File: src/rtl/mc_ctrl_if.sv
// rtl/mc_ctrl_if.sv - control/status bundle between mc_ctrl and the CPU datapath
// master: the controller (reads IR fields, ALU zero, DM ready; drives enables/selects)
// slave : the datapath side (drives IR fields, zero, mem_ready; consumes controls)
interface mc_ctrl_if;
    logic [5:0]  opcode;
    logic [5:0]  funct;
    logic        zero;
    logic        mem_ready;
    logic        ir_we;
    logic        pc_we;
    logic [1:0]  pc_sel;
    logic [1:0]  EOp;
    logic        alu_src;
    logic [2:0]  alu_op;
    logic        mem_req;
    logic        mem_we;
    logic        reg_we;
    logic [1:0]  reg_dst;
    logic [1:0]  wd_sel;
    logic        illegal;
    logic        mem_err;
    logic [2:0]  state_o;
    logic [31:0] retired;

    modport master (
        input  opcode, funct, zero, mem_ready,
        output ir_we, pc_we, pc_sel, EOp, alu_src, alu_op, mem_req, mem_we,
               reg_we, reg_dst, wd_sel, illegal, mem_err, state_o, retired
    );

    modport slave (
        output opcode, funct, zero, mem_ready,
        input  ir_we, pc_we, pc_sel, EOp, alu_src, alu_op, mem_req, mem_we,
               reg_we, reg_dst, wd_sel, illegal, mem_err, state_o, retired
    );
endinterface

File: src/rtl/mc_ctrl.sv
// rtl/mc_ctrl.sv - multi-cycle FETCH/DECODE/EXEC/MEM/WB controller for the MIPS-subset CPU
// clk   : system clock, rising edge
// reset : asynchronous, active-high
// bus   : mc_ctrl_if.master - opcode/funct/zero/mem_ready in; IR/PC/GRF/DM enables,
//         pc_sel, EOp, alu_src, alu_op, reg_dst, wd_sel, illegal/mem_err pulses,
//         state_o and retired-instruction count out
// TIMEOUT_W : MEM watchdog width; access aborted after 2**TIMEOUT_W-1 stalled cycles
module mc_ctrl #(
    parameter int TIMEOUT_W = 4
) (
    input  logic      clk,
    input  logic      reset,
    mc_ctrl_if.master bus
);
    typedef enum logic [2:0] {
        S_FETCH  = 3'd0,
        S_DECODE = 3'd1,
        S_EXEC   = 3'd2,
        S_MEM    = 3'd3,
        S_WB     = 3'd4
    } state_t;

    localparam logic [5:0] OP_RTYPE = 6'b000000;
    localparam logic [5:0] OP_ORI   = 6'b001101;
    localparam logic [5:0] OP_LUI   = 6'b001111;
    localparam logic [5:0] OP_LW    = 6'b100011;
    localparam logic [5:0] OP_SW    = 6'b101011;
    localparam logic [5:0] OP_BEQ   = 6'b000100;
    localparam logic [5:0] OP_J     = 6'b000010;
    localparam logic [5:0] OP_JAL   = 6'b000011;
    localparam logic [5:0] FN_ADDU  = 6'b100001;
    localparam logic [5:0] FN_SUBU  = 6'b100011;
    localparam logic [5:0] FN_JR    = 6'b001000;
    localparam logic [5:0] FN_NOP   = 6'b000000;

    localparam logic [TIMEOUT_W-1:0] WDOG_MAX = '1;
    localparam logic [TIMEOUT_W-1:0] WDOG_ONE = {{(TIMEOUT_W-1){1'b0}}, 1'b1};

    state_t               state, state_nx;
    logic [TIMEOUT_W-1:0] wdog, wdog_nx;
    logic [31:0]          retired_q;
    logic                 retire;

    logic is_r, is_addu, is_subu, is_jr, is_nop, is_ori, is_lui;
    logic is_lw, is_sw, is_beq, is_j, is_jal, is_legal;

    logic       ir_we, pc_we, alu_src, mem_req, mem_we, reg_we, illegal, mem_err;
    logic [1:0] pc_sel, eop, reg_dst, wd_sel;
    logic [2:0] alu_op;

    assign is_r     = (bus.opcode == OP_RTYPE);
    assign is_addu  = is_r && (bus.funct == FN_ADDU);
    assign is_subu  = is_r && (bus.funct == FN_SUBU);
    assign is_jr    = is_r && (bus.funct == FN_JR);
    // Only opcode and funct are visible here, so an all-zero IR is recognised
    // as R-type with funct 0.
    assign is_nop   = is_r && (bus.funct == FN_NOP);
    assign is_ori   = (bus.opcode == OP_ORI);
    assign is_lui   = (bus.opcode == OP_LUI);
    assign is_lw    = (bus.opcode == OP_LW);
    assign is_sw    = (bus.opcode == OP_SW);
    assign is_beq   = (bus.opcode == OP_BEQ);
    assign is_j     = (bus.opcode == OP_J);
    assign is_jal   = (bus.opcode == OP_JAL);
    assign is_legal = is_addu | is_subu | is_jr | is_nop | is_ori | is_lui |
                      is_lw | is_sw | is_beq | is_j | is_jal;

    always_ff @(posedge clk or posedge reset) begin
        if (reset) begin
            state     <= S_FETCH;
            wdog      <= '0;
            retired_q <= '0;
        end else begin
            state <= state_nx;
            wdog  <= wdog_nx;
            if (retire) begin
                retired_q <= retired_q + 32'd1;
            end
        end
    end

    always_comb begin
        state_nx = S_FETCH;
        wdog_nx  = wdog;
        retire   = 1'b0;
        ir_we    = 1'b0;
        pc_we    = 1'b0;
        pc_sel   = 2'b00;
        eop      = 2'b00;
        alu_src  = 1'b0;
        alu_op   = 3'b000;
        mem_req  = 1'b0;
        mem_we   = 1'b0;
        reg_we   = 1'b0;
        reg_dst  = 2'b00;
        wd_sel   = 2'b00;
        illegal  = 1'b0;
        mem_err  = 1'b0;

        // Extender mode follows the opcode everywhere except FETCH, where the
        // IR still holds the previous instruction.
        if (state != S_FETCH) begin
            if (is_ori) begin
                eop = 2'b01;
            end else if (is_lui) begin
                eop = 2'b10;
            end else if (is_beq) begin
                eop = 2'b11;
            end
        end

        case (state)
            S_FETCH: begin
                ir_we    = 1'b1;
                pc_we    = 1'b1;
                state_nx = S_DECODE;
            end
            S_DECODE: begin
                if (is_j) begin
                    pc_we  = 1'b1;
                    pc_sel = 2'b10;
                    retire = 1'b1;
                end else if (is_jal) begin
                    pc_we   = 1'b1;
                    pc_sel  = 2'b10;
                    reg_we  = 1'b1;
                    reg_dst = 2'b10;
                    wd_sel  = 2'b10;
                    retire  = 1'b1;
                end else if (is_jr) begin
                    pc_we  = 1'b1;
                    pc_sel = 2'b11;
                    retire = 1'b1;
                end else if (is_nop) begin
                    retire = 1'b1;
                end else if (!is_legal) begin
                    illegal = 1'b1;
                end else begin
                    state_nx = S_EXEC;
                end
            end
            S_EXEC: begin
                if (is_addu) begin
                    state_nx = S_WB;
                end else if (is_subu) begin
                    alu_op   = 3'b001;
                    state_nx = S_WB;
                end else if (is_ori) begin
                    alu_op   = 3'b010;
                    alu_src  = 1'b1;
                    state_nx = S_WB;
                end else if (is_lui) begin
                    alu_op   = 3'b011;
                    alu_src  = 1'b1;
                    state_nx = S_WB;
                end else if (is_lw || is_sw) begin
                    alu_src  = 1'b1;
                    wdog_nx  = '0;
                    state_nx = S_MEM;
                end else if (is_beq) begin
                    alu_op = 3'b001;
                    retire = 1'b1;
                    if (bus.zero) begin
                        pc_we  = 1'b1;
                        pc_sel = 2'b01;
                    end
                end
            end
            S_MEM: begin
                mem_req = 1'b1;
                mem_we  = is_sw;
                // A completing access takes priority over watchdog expiry.
                if (bus.mem_ready) begin
                    if (is_sw) begin
                        retire = 1'b1;
                    end else begin
                        state_nx = S_WB;
                    end
                end else if (wdog == WDOG_MAX) begin
                    mem_err = 1'b1;
                end else begin
                    wdog_nx  = wdog + WDOG_ONE;
                    state_nx = S_MEM;
                end
            end
            S_WB: begin
                reg_we  = 1'b1;
                reg_dst = (is_addu || is_subu) ? 2'b01 : 2'b00;
                wd_sel  = is_lw ? 2'b01 : 2'b00;
                retire  = 1'b1;
            end
            default: ;
        endcase

        // The state register already reads FETCH during reset; mask the strobes
        // so nothing is written while reset is held.
        if (reset) begin
            ir_we   = 1'b0;
            pc_we   = 1'b0;
            reg_we  = 1'b0;
            mem_req = 1'b0;
            mem_we  = 1'b0;
            illegal = 1'b0;
            mem_err = 1'b0;
        end
    end

    assign bus.ir_we   = ir_we;
    assign bus.pc_we   = pc_we;
    assign bus.pc_sel  = pc_sel;
    assign bus.EOp     = eop;
    assign bus.alu_src = alu_src;
    assign bus.alu_op  = alu_op;
    assign bus.mem_req = mem_req;
    assign bus.mem_we  = mem_we;
    assign bus.reg_we  = reg_we;
    assign bus.reg_dst = reg_dst;
    assign bus.wd_sel  = wd_sel;
    assign bus.illegal = illegal;
    assign bus.mem_err = mem_err;
    assign bus.state_o = state;
    assign bus.retired = retired_q;
endmodule

File: src/flat_wrapper.sv
// flat-port wrapper written by rule: the top's interface ports become plain ports
module mc_ctrl_flat 
#(
    parameter int TIMEOUT_W = 4
)
  (clk, reset, bus_opcode, bus_funct, bus_zero, bus_mem_ready, bus_ir_we, bus_pc_we, bus_pc_sel, bus_EOp, bus_alu_src, bus_alu_op, bus_mem_req, bus_mem_we, bus_reg_we, bus_reg_dst, bus_wd_sel, bus_illegal, bus_mem_err, bus_state_o, bus_retired);
  mc_ctrl_if bus_i ();
  input  logic clk;
  input  logic reset;
  input wire logic [$bits(bus_i.opcode)-1:0] bus_opcode;
  input wire logic [$bits(bus_i.funct)-1:0] bus_funct;
  input wire logic [$bits(bus_i.zero)-1:0] bus_zero;
  input wire logic [$bits(bus_i.mem_ready)-1:0] bus_mem_ready;
  output wire logic [$bits(bus_i.ir_we)-1:0] bus_ir_we;
  output wire logic [$bits(bus_i.pc_we)-1:0] bus_pc_we;
  output wire logic [$bits(bus_i.pc_sel)-1:0] bus_pc_sel;
  output wire logic [$bits(bus_i.EOp)-1:0] bus_EOp;
  output wire logic [$bits(bus_i.alu_src)-1:0] bus_alu_src;
  output wire logic [$bits(bus_i.alu_op)-1:0] bus_alu_op;
  output wire logic [$bits(bus_i.mem_req)-1:0] bus_mem_req;
  output wire logic [$bits(bus_i.mem_we)-1:0] bus_mem_we;
  output wire logic [$bits(bus_i.reg_we)-1:0] bus_reg_we;
  output wire logic [$bits(bus_i.reg_dst)-1:0] bus_reg_dst;
  output wire logic [$bits(bus_i.wd_sel)-1:0] bus_wd_sel;
  output wire logic [$bits(bus_i.illegal)-1:0] bus_illegal;
  output wire logic [$bits(bus_i.mem_err)-1:0] bus_mem_err;
  output wire logic [$bits(bus_i.state_o)-1:0] bus_state_o;
  output wire logic [$bits(bus_i.retired)-1:0] bus_retired;
  assign bus_i.opcode = bus_opcode;
  assign bus_i.funct = bus_funct;
  assign bus_i.zero = bus_zero;
  assign bus_i.mem_ready = bus_mem_ready;
  assign bus_ir_we = bus_i.ir_we;
  assign bus_pc_we = bus_i.pc_we;
  assign bus_pc_sel = bus_i.pc_sel;
  assign bus_EOp = bus_i.EOp;
  assign bus_alu_src = bus_i.alu_src;
  assign bus_alu_op = bus_i.alu_op;
  assign bus_mem_req = bus_i.mem_req;
  assign bus_mem_we = bus_i.mem_we;
  assign bus_reg_we = bus_i.reg_we;
  assign bus_reg_dst = bus_i.reg_dst;
  assign bus_wd_sel = bus_i.wd_sel;
  assign bus_illegal = bus_i.illegal;
  assign bus_mem_err = bus_i.mem_err;
  assign bus_state_o = bus_i.state_o;
  assign bus_retired = bus_i.retired;
  mc_ctrl #(.TIMEOUT_W(TIMEOUT_W)) u_core (.clk(clk), .reset(reset), .bus(bus_i));
endmodule
File: config.mk
export PLATFORM = sky130hd
export DESIGN_NAME = mc_ctrl_flat
export DESIGN_NICKNAME = d
export VERILOG_FILES = /design/src/rtl/mc_ctrl_if.sv /design/src/rtl/mc_ctrl.sv /design/src/flat_wrapper.sv
export SDC_FILE = /design/constraint.sdc
export NUM_CORES = 1
export LEC_CHECK = 0
export CAP_MARGIN = 20
export CELL_PAD_IN_SITES_DETAIL_PLACEMENT = 0
export CELL_PAD_IN_SITES_GLOBAL_PLACEMENT = 1
export CORE_UTILIZATION = 34
export DETAILED_ROUTE_END_ITERATION = 10
export PLACE_DENSITY_LB_ADDON = 0.1
export RECOVER_POWER = 50
export SYNTH_ARGS = -nofsm -noshare
export SYNTH_HDL_FRONTEND = slang
export SYNTH_SLANG_ARGS = --single-unit
File: constraint.sdc
create_clock -name clk -period 2.7 [get_ports clk]
set_clock_uncertainty 0.05 [all_clocks]
set_input_delay 0.27 -clock clk [delete_from_list [all_inputs] [get_ports clk]]
set_output_delay 0.27 -clock clk [all_outputs]
set_load 0.05 [all_outputs]
Word level (Yosys, flattened, before mapping)
Cells that the tools add are included.
{"block": "word_totals", "ff_bits": 39, "input_bits": 16, "output_inout_bits": 54, "wordCells": 151}
{"block": "op_classes", "addsub": 2, "n_eq_ne": 22, "mux": 102, "bitwise_logic": 10, "reduce_logical": 12}
{"operator": "1-bit two-way mux", "count": 53}
{"operator": "3-bit two-way mux", "count": 16}
{"operator": "2-bit two-way mux", "count": 18}
{"operator": "32-bit by 1-bit adder with 32-bit output, second input constant", "count": 1}
{"operator": "4-bit two-way mux", "count": 7}
{"operator": "6-bit equality test, second input constant", "count": 4}
{"operator": "6-bit by 4-bit equality test with 1-bit output, second input constant", "count": 3}
{"operator": "6-bit by 2-bit equality test with 1-bit output, second input constant", "count": 2}
{"operator": "6-bit zero test", "count": 2}
{"operator": "2-bit != test, second input constant", "count": 6}
{"operator": "2-bit case mux with 2 select lines", "count": 3}
{"operator": "3-bit case mux with 4 select lines", "count": 1}
{"operator": "1-bit bitwise OR", "count": 10}
{"operator": "4-bit case mux with 2 select lines", "count": 1}
{"operator": "8-bit AND reduction", "count": 1}
{"operator": "3-bit by 2-bit equality test with 1-bit output, second input constant", "count": 2}
{"operator": "6-bit by 3-bit equality test with 1-bit output, second input constant", "count": 1}
{"operator": "4-bit by 1-bit adder with 4-bit output, second input constant", "count": 1}
{"operator": "4-bit equality test, second input constant", "count": 1}
{"operator": "1-bit logical AND", "count": 4}
{"operator": "1-bit case mux with 4 select lines", "count": 1}
{"operator": "3-bit by 1-bit equality test with 1-bit output, second input constant", "count": 1}
{"operator": "3-bit equality test, second input constant", "count": 1}
{"operator": "3-bit zero test", "count": 1}
{"operator": "6 further kinds", "count": 7}

Longest topological paths before layout
{"block": "depth", "depth_word": 19, "depth_mapped": 7, "mapped_depth_nobuf": 6}

Least setup slack after synthesis
No wires, ideal clock.
{"block": "synth_path", "path_kind": "register to output", "start": "register u_core.state[0] (netlist: u_core.bus.state_o[0])", "end": "output port bus_illegal", "arrival_time_ns": 2.594, "required_ns": 2.380, "slack_ns": -0.214, "path_stages_with_launch": 4, "path_buffers": 1, "path_cell_list": "dfrtp_1 -> clkbuf_1 -> nand3_1 -> nor4_1"}
{"block": "synth_between", "elab_chain_len": 3}
{"element": "from (decl)", "line": "mc_ctrl.sv:39", "text": "state_t state, state_nx;"}
{"element": "from (signal assigned)", "line": "mc_ctrl.sv:74", "text": "state <= state_nx;"}
{"element": "3-bit by 1-bit equality test with 1-bit output", "line": "mc_ctrl.sv:112", "text": "case (state)"}
{"element": "1-bit two-way mux", "line": "mc_ctrl.sv:112"}
{"element": "1-bit two-way mux", "line": "mc_ctrl.sv:197", "text": "if (reset) begin"}
{"element": "to (decl)", "line": "flat_wrapper.sv:25", "text": "output wire logic [$bits(bus_i.illegal)-1:0] bus_illegal;"}
Every way passes these cells.

Final worst setup path
{"block": "layout_path", "start": "input port bus_opcode[2]", "end": "output port bus_pc_we"}
{"block": "layout_between", "elab_chain_len": 9, "elab_cells_between_ends": 23, "cone_classes": "7 x eq/ne; 11 x mux; 5 x reduce/logical"}
{"element": "from (decl)", "line": "flat_wrapper.sv:10", "text": "input wire logic [$bits(bus_i.opcode)-1:0] bus_opcode;"}
{"element": "6-bit by 3-bit equality test with 1-bit output (tied with other cells)", "line": "mc_ctrl.sv:62", "text": "assign is_beq = (bus.opcode == OP_BEQ);"}
{"element": "1-bit two-way mux or 1-bit logical OR (tied branches)", "line": "mc_ctrl.sv:160, mc_ctrl.sv:156"}
{"element": "1-bit two-way mux", "line": "mc_ctrl.sv:156", "text": "end else if (is_lw || is_sw) begin"}
{"element": "1-bit two-way mux", "line": "mc_ctrl.sv:152", "text": "end else if (is_lui) begin"}
{"element": "1-bit two-way mux", "line": "mc_ctrl.sv:148", "text": "end else if (is_ori) begin"}
{"element": "1-bit two-way mux", "line": "mc_ctrl.sv:145", "text": "end else if (is_subu) begin"}
{"element": "1-bit two-way mux", "line": "mc_ctrl.sv:143", "text": "if (is_addu) begin"}
{"element": "1-bit case mux with 3 select lines (*)", "line": "mc_ctrl.sv:112"}
{"element": "1-bit two-way mux (*)", "line": "mc_ctrl.sv:197"}
{"element": "to (decl)", "line": "flat_wrapper.sv:15", "text": "output wire logic [$bits(bus_i.pc_we)-1:0] bus_pc_we;"}
Every way passes the cells marked *; elsewhere a longest branch is shown, timed or not.

==> metrics.yaml <==
sta:
  fin_crit_sh_pct: 92.41
  relSlewSlack_pct: 36.23
  rsz0062_at_grt: "false"
  fmax_mhz: 400.8
  worst_pin_slew_ps: 956.5
  setup_viol: 0
  tns_ps: 0
  period_needed_ps: 2495
  hold-worst-slack_ps: 421.2
  hold_violations: 0
  finalMaxSlewViolations: 0
setup_path:
  cp_data_arrival_time_ps: 2170
  crit_fanout: 7
  end_kind: "primary output"
  startpoint_type: "input port"
  worst-setup-path-type: "in2out"
  r2r_setup_slack_ps: 510
  required_ps: 2380
finish:
  fin_area_um2: 3304
  layout_common_cells: "39 x dfrtp_1, 30 x clkdlybuf4s50_1, 26 x xnor2_1, 24 x nor2_1, 24 x nand2_1"
  antenna_cells: 0
  fin_nets: 345
  syn_to_final_growth_pct: 45.51
  final_common_cell: "dfrtp_1"
  stdcell_count: 405
  drive_gt1_share_pct: 13.11
clock_tree:
  cts_htree_levels: 2
  postCtsHoldBufs: 0
  insertion_delay_ps: 290
  clkTransAtPathRegs_ps: 80
  clockBufferDepth: 2
  cts_made_buffers: 5
  numClockSinks: 39
  cts_setup_buffers: 0
  cts_resized: 0
  cts_tree: "built"
  root_buffer: "clkbuf_8"
place:
  dp_hpwl_mm: 4.279
  placed_cell_area_um2: 3211
  gp_congestion: 0.8391
  io_buffers: 68
  place_inst: 397
synthesis:
  synth-main-ff-cell: "dfrtp_1"
  synthArstFlopShare_pct: 100.0
  synth_top_area_share_pct: 42.98
  ys.warnings.count: 0
  yosysTopAreaCell: "dfrtp_1"
  avgSynthCellArea_um2: 9.048
  synthCells: 251
  synth-edff-count: 0
  synthesis.area_um2: 2271
  synth_area_leaders: "dfrtp_1 43%, xnor2_1 10%, nand4_1 4.7%"
  synth.distinct_cells: 43
  ys_ff_latch: 39
  synthesis.nets: 269
  ys_seq_area_share_pct: 42.98
pwr:
  power_mw: 1.800
  static-leakage-power_nw: 1.363
  ir_drop_mv: 0.3761
  power.density_nw_per_um2: 544.6
grt:
  gr-usage-all-layers_pct: 17.06
  antenna_found_initial: 0
  gr-total-overflow: 0
  first_global_vias: 2024
  grt_max_degree: 40
  grt_first_pass_wirelength_mm: 9.687
floorplanning:
  coreArea_um2: 6386
  ios: 70
  die-width_um: 83.73
  start_util_pct: 35.56
  die_h_um: 83.73
  rows: 29
  die_area_um2: 7010
hold_path:
  hold_class: "reg2reg"
route:
  drt-initial-drc-count: 88
  avgViaCountPerCell: 5.198
  post_drt_wl_per_cell_um: 14.10
  vias: 2105
  first_pass_iters: 4
  ant_nets: 0
  drc: 0
  drt_wl_total_mm: 5.712
status:
  outcome: "finished, final reports clean"
run:
  maxCapViolCount: 0
-- report_power, final --
| part | switching [mW] | internal, mW | total [mW] |
|---|---|---|---|
| clock network | 0.208 | 0.275 | 0.483 |
| logic | 0.386 | 0.229 | 0.616 |
| registers | 0.0697 | 0.631 | 0.701 |
-- worst max-delay path, cell delays in order --
cell	delay (ps)
clkdlybuf4s50_1	500
nor4_2	410
nand3_1	280
a21o_1	240
a31oi_1	290
buf_12	180
-- Yosys cell counts, drive strengths merged, types with 2 or more instances --
cell,n
xnor2,26
nor2,24
and3b,2
a21o,2
o21ai,8
nand2,24
dfrtp,39
buf,7
ha,2
and4,4
or3b,4
nor4,5
xor2,6
nor3,11
inv,7
a21oi,7
nand4,17
nor3b,2
clkbuf,3
nand3b,2
and3,6
a31oi,4
nand2b,3
and2,2
nand3,21
-- logic make-up (layout without fill, tap and decap cells) --
| kind of cell | count (synthesis) | after routing | synth area share, % |
|---|---|---|---|
| compound gates | 30 | 30 | 8.650 |
| flops | 39 | 39 | 42.98 |
| xor+xnor | 32 | 32 | 12.34 |
| buf+inv | 17 | 94 | 3.967 |
| other cells | 1 | 1 | 0.1651 |
| simple gates | 130 | 130 | 30.80 |
| fa+ha+maj | 2 | 2 | 1.102 |
-- final cells by class --
cell class | instances | area (um^2)
Tap cell | 77 | 96.34
Clock inverter | 3 | 43.79
Inverter | 7 | 26.28
Sequential cell | 39 | 975.9
Clock buffer | 5 | 68.82
Timing Repair Buffer | 79 | 877.1
Fill cell | 598 | 3082
Multi-Input combinational cell | 195 | 1216
-- worst paths after layout --
| path | startpoint | end | cells after the start |
|---|---|---|---|
| worst min register to register | u_core.bus.retired[31] | u_core.bus.retired[31] | 1 |
| worst max register to register | u_core.bus.state_o[1] | u_core.bus.retired[6] | 5 |
| worst max-delay path | bus_opcode[2] | bus_pc_we | 6 |
| min in group asynchronous | reset | u_core.bus.state_o[2] | 3 |
| max in group asynchronous | reset | u_core.bus.retired[6] | 3 |
| worst min-delay path | u_core.bus.retired[31] | u_core.bus.retired[31] | 1 |
-- metal layers --
layer | GRT usage (%) | part of all wire [%]
met3 | 3.561 | 3.8
met5 | 0 | 0
met2 | 28.75 | 50
met4 | 5.701 | 1.3
met1 | 21.76 | 45
-- registers in the layout (all words and copies together) (netlist names) --
register / cells
u_core.wdog: 4
u_core.bus.state_o: 3
u_core.bus.retired: 32
-- through the flow --
step	utilization, %	setup slack [ps]
final	51.74	205.0
after floorplan	-	24.50
after global routing	51.74	70.41
after detailed placement	50.27	132.1
after CTS	52.04	212.4
after global placement	50.27	198.7
(Power assumes the default switching activity.)
